`src/rtl/free_list_ctrl_pkg.sv`:
```
// Shared rename-stage sizing constants and types for the physical-register free list.
package cpu_design_params;

    localparam int NUM_P_REGS    = 64;
    localparam int NUM_A_REGS    = 32;
    localparam int MAX_FREE_REGS = NUM_P_REGS - NUM_A_REGS;

    typedef logic [5:0] prn_t;
    // 5-bit list index plus a wrap bit, so full and empty are distinguishable
    typedef logic [5:0] fl_ptr_t;

    typedef enum logic {
        RUN     = 1'b0,
        RECOVER = 1'b1
    } fl_state_t;

endpackage

```
`src/rtl/free_list_ctrl.sv`:
```
// Circular free list of physical register numbers: speculative grant to rename,
// reclaim from commit, and head restore to the committed head on flush.
module free_list_ctrl #(
    parameter int NUM_P_REGS = cpu_design_params::NUM_P_REGS,
    parameter int NUM_A_REGS = cpu_design_params::NUM_A_REGS
) (
    input  logic                     clk,
    input  logic                     rst_n,
    input  logic                     alloc_req_i,
    output logic                     alloc_gnt_o,
    output cpu_design_params::prn_t  alloc_preg_o,
    input  logic                     commit_alloc_i,
    input  logic                     release_valid_i,
    input  cpu_design_params::prn_t  release_preg_i,
    input  logic                     flush_i,
    output logic [5:0]               free_cnt_o,
    output logic                     empty_o,
    output logic                     recover_busy_o,
    output logic                     err_o
);
    import cpu_design_params::*;

    localparam int DEPTH = NUM_P_REGS - NUM_A_REGS;
    localparam int IDX_W = $clog2(DEPTH);

    prn_t      free_list [DEPTH];
    fl_ptr_t   head;
    fl_ptr_t   commit_head;
    fl_ptr_t   tail;
    fl_state_t state;
    fl_ptr_t   free_cnt_q;
    logic      err_q;

    fl_ptr_t   com_cnt;
    fl_ptr_t   head_nxt;
    fl_ptr_t   commit_head_nxt;
    fl_ptr_t   tail_nxt;
    logic      rel_ok;
    logic      rel_drop;
    logic      com_ok;
    logic      com_bad;

    always_comb begin
        com_cnt     = tail - commit_head;
        alloc_gnt_o = alloc_req_i & (state == RUN) & ~flush_i & (free_cnt_q != '0);

        // A release can only be legal while some committed entry is outstanding
        rel_drop = release_valid_i & (com_cnt == fl_ptr_t'(DEPTH));
        rel_ok   = release_valid_i & ~rel_drop;
        com_bad  = commit_alloc_i & (commit_head == head);
        com_ok   = commit_alloc_i & ~com_bad;

        tail_nxt        = tail + fl_ptr_t'(rel_ok);
        commit_head_nxt = commit_head + fl_ptr_t'(com_ok);

        // Flush restores to the committed head including this cycle's commit
        if (flush_i) begin
            head_nxt = commit_head_nxt;
        end else begin
            head_nxt = head + fl_ptr_t'(alloc_gnt_o);
        end
    end

    always_ff @(posedge clk or negedge rst_n) begin
        if (!rst_n) begin
            for (int i = 0; i < DEPTH; i++) begin
                free_list[i] <= prn_t'(NUM_A_REGS + i);
            end
            head        <= '0;
            commit_head <= '0;
            tail        <= fl_ptr_t'(DEPTH);
            free_cnt_q  <= fl_ptr_t'(DEPTH);
            err_q       <= 1'b0;
            state       <= RUN;
        end else begin
            if (rel_ok) begin
                free_list[tail[IDX_W-1:0]] <= release_preg_i;
            end
            head        <= head_nxt;
            commit_head <= commit_head_nxt;
            tail        <= tail_nxt;
            free_cnt_q  <= tail_nxt - head_nxt;
            err_q       <= err_q | rel_drop | com_bad;
            case (state)
                RUN:     state <= flush_i ? RECOVER : RUN;
                RECOVER: state <= flush_i ? RECOVER : RUN;
                default: state <= RUN;
            endcase
        end
    end

    assign alloc_preg_o   = free_list[head[IDX_W-1:0]];
    assign free_cnt_o     = free_cnt_q;
    assign empty_o        = (free_cnt_q == '0);
    assign recover_busy_o = (state == RECOVER);
    assign err_o          = err_q;

endmodule
```
`config.mk`:
```
export PLATFORM = sky130hd
export DESIGN_NAME = free_list_ctrl
export DESIGN_NICKNAME = d
export VERILOG_FILES = /design/src/rtl/free_list_ctrl_pkg.sv /design/src/rtl/free_list_ctrl.sv
export SDC_FILE = /design/constraint.sdc
export NUM_CORES = 1
export LEC_CHECK = 0
export ABC_AREA = 1
export CAP_MARGIN = 20
export CORE_MARGIN = 4
export CORE_UTILIZATION = 32
export CTS_CLUSTER_DIAMETER = 60
export DETAILED_ROUTE_END_ITERATION = 7
export PLACE_DENSITY = 0.47
export RECOVER_POWER = 25
export REMOVE_ABC_BUFFERS = 1
export SLEW_MARGIN = 20
export SYNTH_ARGS = -nofsm -noshare
export SYNTH_HDL_FRONTEND = slang
export SYNTH_SLANG_ARGS = --single-unit
```
`constraint.sdc`:
```
create_clock -name clk -period 4.8 [get_ports clk]
set_input_delay 0.72 -clock clk [delete_from_list [all_inputs] [get_ports clk]]
set_output_delay 0.72 -clock clk [all_outputs]
set_load 0.01 [all_outputs]
```
Word level (Yosys, flattened, before mapping)
Cells that the tools add are included.
{ "op_classes": {"reduce_logical": 3, "muxes": 8, "n_eq_ne": 2, "bitwise": 15, "addsub": 5, "magnitude_cmp": 3} }
{ "op_table": {"columns": ["op", "n"], "rows": [
  ["$bwmux 192", 1],
  ["$bmux 6 s5", 1],
  ["$demux 6 s5", 1],
  ["$mux 6", 4],
  ["$add 6x1->6", 3],
  ["$ge 6x6->1 const B", 2],
  ["$not 5->6", 2],
  ["$sub 6x6->6", 2],
  ["$and 1x1->1", 7],
  ["$eq 6x6->1", 1],
  ["$eq 6x6->1 const B", 1],
  ["$logic_not 6->1", 1],
  ["$lt 6x1->1 const B", 1],
  ["$reduce_bool 6->1", 1],
  ["$not 1->1", 4],
  ["$or 1x1->1", 2],
  ["$logic_and 1x1->1", 1],
  ["$mux 1", 1]
]} }
{ "totals": {"elab_cells": 74, "ff_bits": 218, "in_bits": 12, "out_inout_bits": 16} }

Depth between registers and ports, before layout
Gate-level depths: netlist (run 1).
{ "depth": {"ltp_word": 7, "ltp_mapped": 24, "ltp_nobuf": 24} }

Worst setup path before layout (run 1)
Ideal clock, no wire load.
{ "synth_path": {"path_type": "register to register", "startpoint": "register head[0]", "endpoint": "register free_cnt_q[4] (netlist: free_cnt_o[4])", "arrival_ns": 2.990, "t_required_ns": 4.678, "path_buffers": 2, "synth_period_minus_slack_ns": 3.113, "setup_ns": 0.122, "stages_incl_launch_ff": 19, "setup_slack_ns": 1.687, "cell_sequence": "dfrtp_1 > buf_2 > inv_2 > clkbuf_1 > or2_2 > nand4_1 > nor3_1 > nor2_1 > ha_1 > ha_1 > or2_2 > o21ai_0 > inv_1 > fa_1 > inv_1 > a21oi_1 > nand2_1 > nand2_1 > xnor2_1"} }
{ "synth_via": {"elab_chain_len": 7, "word_cells_on_any_way": 8, "cone_classes": "add/sub: 3; eq/ne: 1; mux: 1; bitwise: 3"} }
{ "synth_rtl": {"columns": ["element", "line", "text"], "rows": [
  ["start: declaration", "free_list_ctrl.sv:27", "fl_ptr_t head;"],
  ["start signal: assignment", "free_list_ctrl.sv:79", "head <= head_nxt;"],
  ["$eq 6x6->1", "free_list_ctrl.sv:50", "com_bad = commit_alloc_i & (commit_head == head);"],
  ["$and 1x1->1", "free_list_ctrl.sv:50", null],
  ["$not 1->1", "free_list_ctrl.sv:51", "com_ok = commit_alloc_i & ~com_bad;"],
  ["$and 1x1->1", "free_list_ctrl.sv:51", null],
  ["$add 6x1->6", "free_list_ctrl.sv:54", "commit_head_nxt = commit_head + fl_ptr_t'(com_ok);"],
  ["net commit_head_nxt[1]", "free_list_ctrl.sv:36", "fl_ptr_t commit_head_nxt;"],
  ["$mux 6", "free_list_ctrl.sv:57", "if (flush_i) begin"],
  ["net head_nxt[1]", "free_list_ctrl.sv:35", "fl_ptr_t head_nxt;"],
  ["$sub 6x6->6", "free_list_ctrl.sv:82", "free_cnt_q <= tail_nxt - head_nxt;"],
  ["end signal: assignment", "free_list_ctrl.sv:72", "free_cnt_q <= fl_ptr_t'(DEPTH);"],
  ["end signal: assignment", "free_list_ctrl.sv:82", null],
  ["end: declaration", "free_list_ctrl.sv:31", "fl_ptr_t free_cnt_q;"]
]} }
The timed path passes the listed nets, and every way through them passes these cells.
A chain may end at the register's enable or synchronous reset.

Final worst setup path (run 1)
{ "layout_path": {"startpoint": "register head[0]", "endpoint": "output alloc_preg_o[3]"} }
{ "layout_via": {"elab_chain_len": 4} }
{ "layout_rtl": {"columns": ["element", "line", "text"], "rows": [
  ["$not 5->6 (not written as such)", "free_list_ctrl.sv:92", "assign alloc_preg_o = free_list[head[IDX_W-1:0]];"],
  ["$bmux 6 s5", "free_list_ctrl.sv:92", null],
  ["$mux 6 (not written as such) (2 in series)", "free_list_ctrl.sv:92", null],
  ["end: declaration", "free_list_ctrl.sv:11", "output cpu_design_params::prn_t alloc_preg_o,"]
]} }
Every way passes these cells. The select of a mux whose other input is x is not followed.

==> results of run 1 <==
## worst reg2reg max path: cells and delay by family, from the launching register on
family                     cells  cell delay (ps)
and+or+nand+nor               11             1070
adders and majority gates      4             1090
buffers and inverters          3              260
AOI/OAI and AO/OA              3              510
DFF                            1              440
## sequential cells by signal, summed over array words and instances (netlist names)
signal / count
tail: 6
recover_busy_o: 1
free_cnt_o: 6
commit_head: 6
head: 6
free_list: 192
err_o: 1
## cells in the mapped netlist
| cell type | instances |
|---|---|
| dfstp_2 | 114 |
| buf_1 | 22 |
| nor2_4 | 1 |
| buf_8 | 1 |
| buf_2 | 20 |
| inv_2 | 6 |
| a21boi_0 | 1 |
| buf_6 | 20 |
| nor3b_1 | 1 |
| nand4_1 | 197 |
| nand3b_1 | 9 |
| dfrtp_1 | 104 |
| nor4_1 | 1 |
| o211ai_1 | 24 |
| xor2_1 | 5 |
| o21ai_1 | 7 |
| o21ai_0 | 104 |
| clkbuf_1 | 42 |
| nand2_1 | 501 |
| nand2_8 | 1 |
| clkinv_1 | 2 |
| a21o_1 | 1 |
| inv_1 | 54 |
| nor2_1 | 175 |
| ha_1 | 15 |
| o22ai_1 | 14 |
| or2_1 | 1 |
| xnor2_1 | 5 |
| a21oi_1 | 12 |
| fa_1 | 1 |
| nand3_2 | 32 |
| nand3_1 | 38 |
| or2_2 | 2 |
| nor3_1 | 1 |
## per-stage QoR
step | utilization [%] | hold slack, ps
finish | 36.8 | 457
global route | 36.8 | 468
CTS | 36.8 | 282
detailed placement | 33.9 | 450
global placement | 33.9 | 448
floorplan | - | 424
## worst max-delay path by stage
stage / endpoint / depth (start not counted)
final: alloc_preg_o[3] / 10
after detailed placement: free_cnt_o[4]$_DFF_PN0_ / 16
after CTS: alloc_preg_o[1] / 10
after floorplan: free_cnt_o[4]$_DFF_PN0_ / 16
after global routing: alloc_preg_o[1] / 10
after global placement: free_cnt_o[5]$_DFF_PN1_ / 16
## routing by layer
metal	vias up	wire, um
li1	5143	-
met1	5272	19300
met2	261	17800
met3	69	1780
met4	2	1080
met5	-	13
## area by class of cell
| type | instances | area share [%] |
|---|---|---|
| multi-input combinational | 1149 | 41.4 |
| sequential | 218 | 41.3 |
| clock buffer | 42 | 6.47 |
| tap | 504 | 4.65 |
| timing repair buffer | 44 | 2.96 |
| inverter | 62 | 1.72 |
| clock inverter | 14 | 1.57 |
## logic make-up after synthesis
group | count (synthesis) | share of synthesized area [%]
simple gates | 960 | 36.7
fa+ha+maj | 16 | 1.73
compound gates | 163 | 7.47
flops | 218 | 46.6
xor+xnor | 10 | 0.729
buf+inv | 167 | 6.77
## power breakdown
part / total (mW) / switching (mW) / leakage [nW] / internal, mW
Combinational: 4.29 / 2.88 / 3.15 / 1.41
Clock: 2.43 / 0.885 / 0.523 / 1.54
Sequential: 3.45 / 0.514 / 2.51 / 2.93
==> key figures, run 1 <==
Hold path
  • Hold EP: free_list[99]$_DFFE_PN1P_
  • Hold path start: free_list[99]$_DFFE_PN1P_
  • Worst hold-check path type: register to register
  • Worst hold path cell count: 2

Logic synthesis
  • YS warnings: 0
  • Syn Area/Cell: 7.84 sq um
  • Sequential area share after synthesis: 46.6%
  • Synth Instances: 1534
  • Post-synth cell types: 34
  • Synth top area share: 24.9%
  • Area contributors post-synth: dfstp_2 25%, dfrtp_1 22%, nand2_1 16%
  • Synthesized area: 12000 sq um
  • Largest area contributor in the netlist: dfstp_2
  • Flops & latches, synth: 218

Timing
  • Final hold vios: 0
  • Fmax achieved: 256 MHz
  • RSZ-0062 raised after global routing: no
  • Worst slew pin tran: 2980 ps
  • Final setup fails: 0
  • Worst Clk Skew: 9.67 ps
  • Slew margin rel.: -98.6%
  • Setup ws final: 898 ps
  • Setup_tns: 0 ps
  • Period Utilization, post-route: 81.3%
  • Fin. max-slew vios: 111
  • Fin crit period: 3900 ps

CTS
  • Hold_buf cts: 0
  • Latest clock arrival within the worst-skew pair: 550 ps
  • CTS resizes: 0
  • CTS root buf: clkbuf_16
  • CTS H-tree depth: 1
  • Reg clk slew, reported paths: 60 ps
  • Max Buffers Root-to-Sink: 3
  • Post CTS Setup Buffer Count: 0
  • Clock sinks: 218
  • Num CTS Buffers: 30
  • TritonCTS clock tree: built

Critical path
  • Reg2Reg Capture Point: free_cnt_o[5]$_DFF_PN1_
  • Register-to-Register Path Depth: 21
  • Crit path capture type: output pin
  • Setup CP Type: register to output pin
  • Crit-path max FO: 28
  • Critical path arrival: 3180 ps
  • Slowest-stage cell, CP: clkdlybuf4s50_1
  • Req. time, crit path: 4080 ps
  • Worst stage delay on the critical path: 520 ps
  • Family with the most delay on the worst path: buffers and inverters
  • Buf+Inv Stages, Crit Path: 5
  • Worst path cell trace: inv_2, buf_4, buf_4, o21ai_0, o21ai_1, o211ai_1, nand2_1, nand2_1, inv_1, clkdlybuf4s50_1
  • Critical path launch point: head[0]$_DFF_PN0_
  • R2r setup slk: 1370 ps
  • FF-to-FF Start: commit_head[2]$_DFF_PN0_
  • Startpoint type of the worst setup path: register

Cells and area
  • Fin area: 13600 sq um
  • Commonest non-fill, non-tap cell in the layout: nand2_1
  • Area of the multi-input gates: 5610 sq um
  • # diodes: 0
  • Share of layout cells above drive strength 1: 15.3%
  • Most frequent cells in the layout: 501 x nand2_1, 197 x nand4_1, 175 x nor2_1
  • Area growth, synth to finish: 12.8%
  • # nets final: 1533
  • # fillers: 3894
  • Final std cells w/o fill: 2033
  • Register area: 5600 sq um

Routing
  • Via count: 10747
  • WL per Instance: 19.6 um
  • Final wirelength: 39900 um
  • # DRC: 0
  • Post-route antenna net violation count: 0
  • TritonRoute pass-1 iters: 5
  • Routed vias/inst: 5.29
  • Initial DRC Count: 959

Floorplan
  • Die Wd: 202 um
  • # rows: 70
  • I/O Pins: 28
  • Initial Util: 32.6%
  • Core region area: 36900 sq um
  • Die Ht: 202 um
  • Die area: 40700 sq um

Placement
  • IO Port Bufs: 27
  • Placed Cells: 1977
  • Final HPWL DP: 23500 um
  • Dpl ws: 1350 ps
  • Placer congestion estimate: 0.810
  • Area after DPL: 12500 sq um

Power and ir drop
  • Tot Pwr: 10.2 mW
  • Power Density: 749 nW/um^2
  • Peak supply drop: 0.342 mV
  • Leak: 6.18 nW

Outcome
  • Status: complete, but fails checks
  • Violated checks: capacitance limit, slew limit

Global route
  • Pin count of the biggest net entering global routing: 114
  • First-pass GRT wire length: 63400 um
  • Vias in the first global route: 10747
  • Gr ovfl total: 0
  • Gr busiest metal: met2
  • Initial antenna violation count: 1
  • M1 GR Usage: 28.4%
  • Grt met2 use: 29.7%
  • Total GRT Usage: 19.1%
  • M3 GR Usage: 2.33%

Run
  • Max cap viols: 1
(Power assumes the default switching activity.)
==> inputs of run 2 (changes only) <==
Clock period 4.8 ns to 4.1 ns, I/O delays scaled along.
==> run 2 against run 1 <==
Net effect: clock skew increased by 2.4 ps; utilization about the same; critical endpoint is now alloc_preg_o[2]; worst setup slack got worse by 550 ps; final cell count about the same; non-clock buffer count increased by 1; register-to-register slack got worse by 670 ps; the run still ends with capacitance limit, slew limit left; count of clock-buffer cells in the layout increased by 3; critical path type unchanged; clock power increased by 11%; die area unchanged; cell area decreased by 0.12%; via count decreased by 0.12%.
==> key figures, run 2 (synthesis results as in run 1) <==
Global route
  • Pin count of the biggest net entering global routing: 139 (was 114)
  • Total GRT Usage: 18.8% (was 19.1%)
  • Gr ovfl total: 0 (unchanged)
  • First-pass GRT wire length: 62200 um (was 63400 um)
  • Vias in the first global route: 10401 (was 10747)
  • Initial antenna violation count: 0 (was 1)

Critical path
  • Startpoint type of the worst setup path: register (unchanged)
  • Family with the most delay on the worst path: buffers and inverters (unchanged)
  • Req. time, crit path: 3480 ps (was 4080 ps)
  • Worst path cell trace: inv_2, buf_12, nor2_1, o211ai_1, nand3_1, nand3b_1, nand2_1, inv_1, clkdlybuf4s50_1 (was inv_2, buf_4, buf_4, o21ai_0, o21ai_1, o211ai_1, nand2_1, nand2_1, inv_1, clkdlybuf4s50_1)
  • Worst stage delay on the critical path: 530 ps (was 520 ps)
  • Crit path capture type: output pin (unchanged)
  • Critical path arrival: 3130 ps (was 3180 ps)
  • Slowest-stage cell, CP: clkdlybuf4s50_1 (unchanged)
  • Crit-path max FO: 69 (was 28)
  • Buf+Inv Stages, Crit Path: 4 (was 5)
  • Setup CP Type: register to output pin (unchanged)

CTS
  • Num CTS Buffers: 30 (unchanged)
  • Max Buffers Root-to-Sink: 3 (unchanged)
  • Reg clk slew, reported paths: 60 ps (about the same)
  • Post CTS Setup Buffer Count: 0 (unchanged)
  • CTS H-tree depth: 1 (unchanged)
  • CTS root buf: clkbuf_16 (unchanged)
  • Hold_buf cts: 0 (unchanged)
  • TritonCTS clock tree: built (unchanged)
  • Latest clock arrival within the worst-skew pair: 550 ps (about the same)
  • Clock sinks: 218 (unchanged)
  • CTS resizes: 0 (unchanged)

Timing
  • Slew margin rel.: -102% (was -98.6%)
  • Period Utilization, post-route: 91.4%
  • Worst slew pin tran: 3030 ps (was 2980 ps)
  • Worst Clk Skew: 12.1 ps (was 9.67 ps)
  • Final hold vios: 0 (unchanged)
  • Fin. max-slew vios: 110 (was 111)
  • RSZ-0062 raised after global routing: no (unchanged)
  • Fmax achieved: 267 MHz
  • Fin crit period: 3750 ps
  • Final setup fails: 0 (unchanged)

Placement
  • Placed Cells: 1978 (was 1977)
  • Final HPWL DP: 23400 um (was 23500 um)
  • IO Port Bufs: 27 (unchanged)
  • Placer congestion estimate: 0.833 (was 0.810)

Cells and area
  • Final std cells w/o fill: 2034 (was 2033)
  • Max FFs per register: 192 (unchanged)
  • Most frequent cells in the layout: 501 x nand2_1, 197 x nand4_1, 175 x nor2_1 (unchanged)
  • Share of layout cells above drive strength 1: 15.1% (was 15.3%)
  • Most flop-heavy register: free_list (unchanged)
  • # nets final: 1534 (was 1533)
  • # diodes: 0 (unchanged)
  • Commonest non-fill, non-tap cell in the layout: nand2_1 (unchanged)
  • # fillers: 3863 (was 3894)
  • Area growth, synth to finish: 12.7% (was 12.8%)

Power and ir drop
  • Int Pwr: 6.79 mW (was 5.89 mW)
  • Sequential share of power: 34.4% (was 33.9%)
  • Power Density: 867 nW/um^2 (was 749 nW/um^2)
  • Tot Pwr: 11.7 mW (was 10.2 mW)
  • Peak supply drop: 0.397 mV (was 0.342 mV)
  • Leak: 6.18 nW (about the same)
  • Clock Power Share: 23.0% (was 23.9%)
  • Combinational share of power: 42.6% (was 42.2%)
  • Net Sw Frac: 42.2% (was 42.1%)
  • Psw: 4.95 mW (was 4.28 mW)

Routing
  • Initial DRC Count: 758 (was 959)
  • TritonRoute pass-1 iters: 5 (unchanged)
  • Routed vias/inst: 5.28 (was 5.29)
  • Post-route antenna net violation count: 0 (unchanged)
  • Final wirelength: 39100 um (was 39900 um)
  • Via count: 10734 (was 10747)
  • WL per Instance: 19.2 um (was 19.6 um)
  • # DRC: 0 (unchanged)

Run
  • Max cap viols: 1 (unchanged)

Floorplan
  • Die Wd: 202 um (unchanged)
  • Die Ht: 202 um (unchanged)
  • Core region area: 36900 sq um (unchanged)
  • # rows: 70 (unchanged)
  • I/O Pins: 28 (unchanged)
  • Initial Util: 32.6% (unchanged)
  • Die area: 40700 sq um (unchanged)

Hold path
  • Worst hold-check path type: register to register (unchanged)

Outcome
  • Status: complete, but fails checks (unchanged)
  • Violated checks: capacitance limit, slew limit (unchanged)
## run 2: worst register-to-register path, stage by stage, from the launching register on
cell	delay, ps
dfrtp_1	450
inv_1	100
ha_1	370
or2_1	260
nand3_1	100
nand2_1	50
nand2_1	50
nand2_1	60
inv_2	110
a21boi_0	110
ha_1	210
ha_1	190
nand2_1	60
inv_1	60
nor2_1	150
ha_1	300
a21o_1	200
o21ai_0	190
nand3b_1	140
nand2_1	60
nand2_1	50
nand2_1	50
## run 2: metrics by stage
stage                     worst slack [ps]  area [sq um]  hold slack, ps  setup TNS, ps  utilization (%)
after CTS                              322         13600             180              0             36.8
after global routing                   203         13500             455              0             36.7
final                                  352         13500             458              0             36.7
after detailed placement               690         12500             451              0             34.0
after floorplan                       -988         11400             319          -4430                -
after global placement                 728         12500             448              0             34.0
## run 2: path summary, 6_finish.rpt
check | from | to | slack, ps | cells after the start
worst max-delay path | head[0]$_DFF_PN0_ | alloc_preg_o[2] | 350 | 9
worst min-delay path | free_list[56]$_DFFE_PN1P_ | free_list[56]$_DFFE_PN1P_ | 460 | 2
max in group asynchronous | rst_n | free_list[102]$_DFFE_PN0P_ | 990 | 2
min in group asynchronous | rst_n | err_o$_DFF_PN0_ | 1040 | 1
worst max register to register | commit_head[2]$_DFF_PN0_ | free_cnt_o[5]$_DFF_PN1_ | 700 | 21
worst min register to register | free_list[56]$_DFFE_PN1P_ | free_list[56]$_DFFE_PN1P_ | 460 | 2
## run 2: final cells by class
| cell class | count | area (sq um) | area share [%] |
|---|---|---|---|
| sequential | 218 | 5600 | 41.3 |
| clock inverter | 11 | 144 | 1.06 |
| tap | 504 | 631 | 4.65 |
| inverter | 62 | 233 | 1.72 |
| clock buffer | 45 | 888 | 6.56 |
| multi-input combinational | 1149 | 5610 | 41.4 |
| timing repair buffer | 45 | 443 | 3.27 |
## run 2: power groups by stage
stage	logic [mW]	registers, mW	clock network, mW
3_5_place_dp	5.05	4.05	0
4_1_cts	5.06	4.04	2.76
3_3_place_gp	5.03	4.05	0
5_1_grt	5.65	4.17	2.85
2_1_floorplan	3.07	4.04	0
6_report	5.00	4.04	2.70
## run 2: metal layers
layer  vias to the layer above  global-route usage (%)  wire length [um]
met4                         0                    3.88               751
met2                       228                    28.4             17600
met1                      5309                    29.0             19300
met5                         -                       0                 0
met3                        47                    2.10              1510
li1                       5150                       -                 -
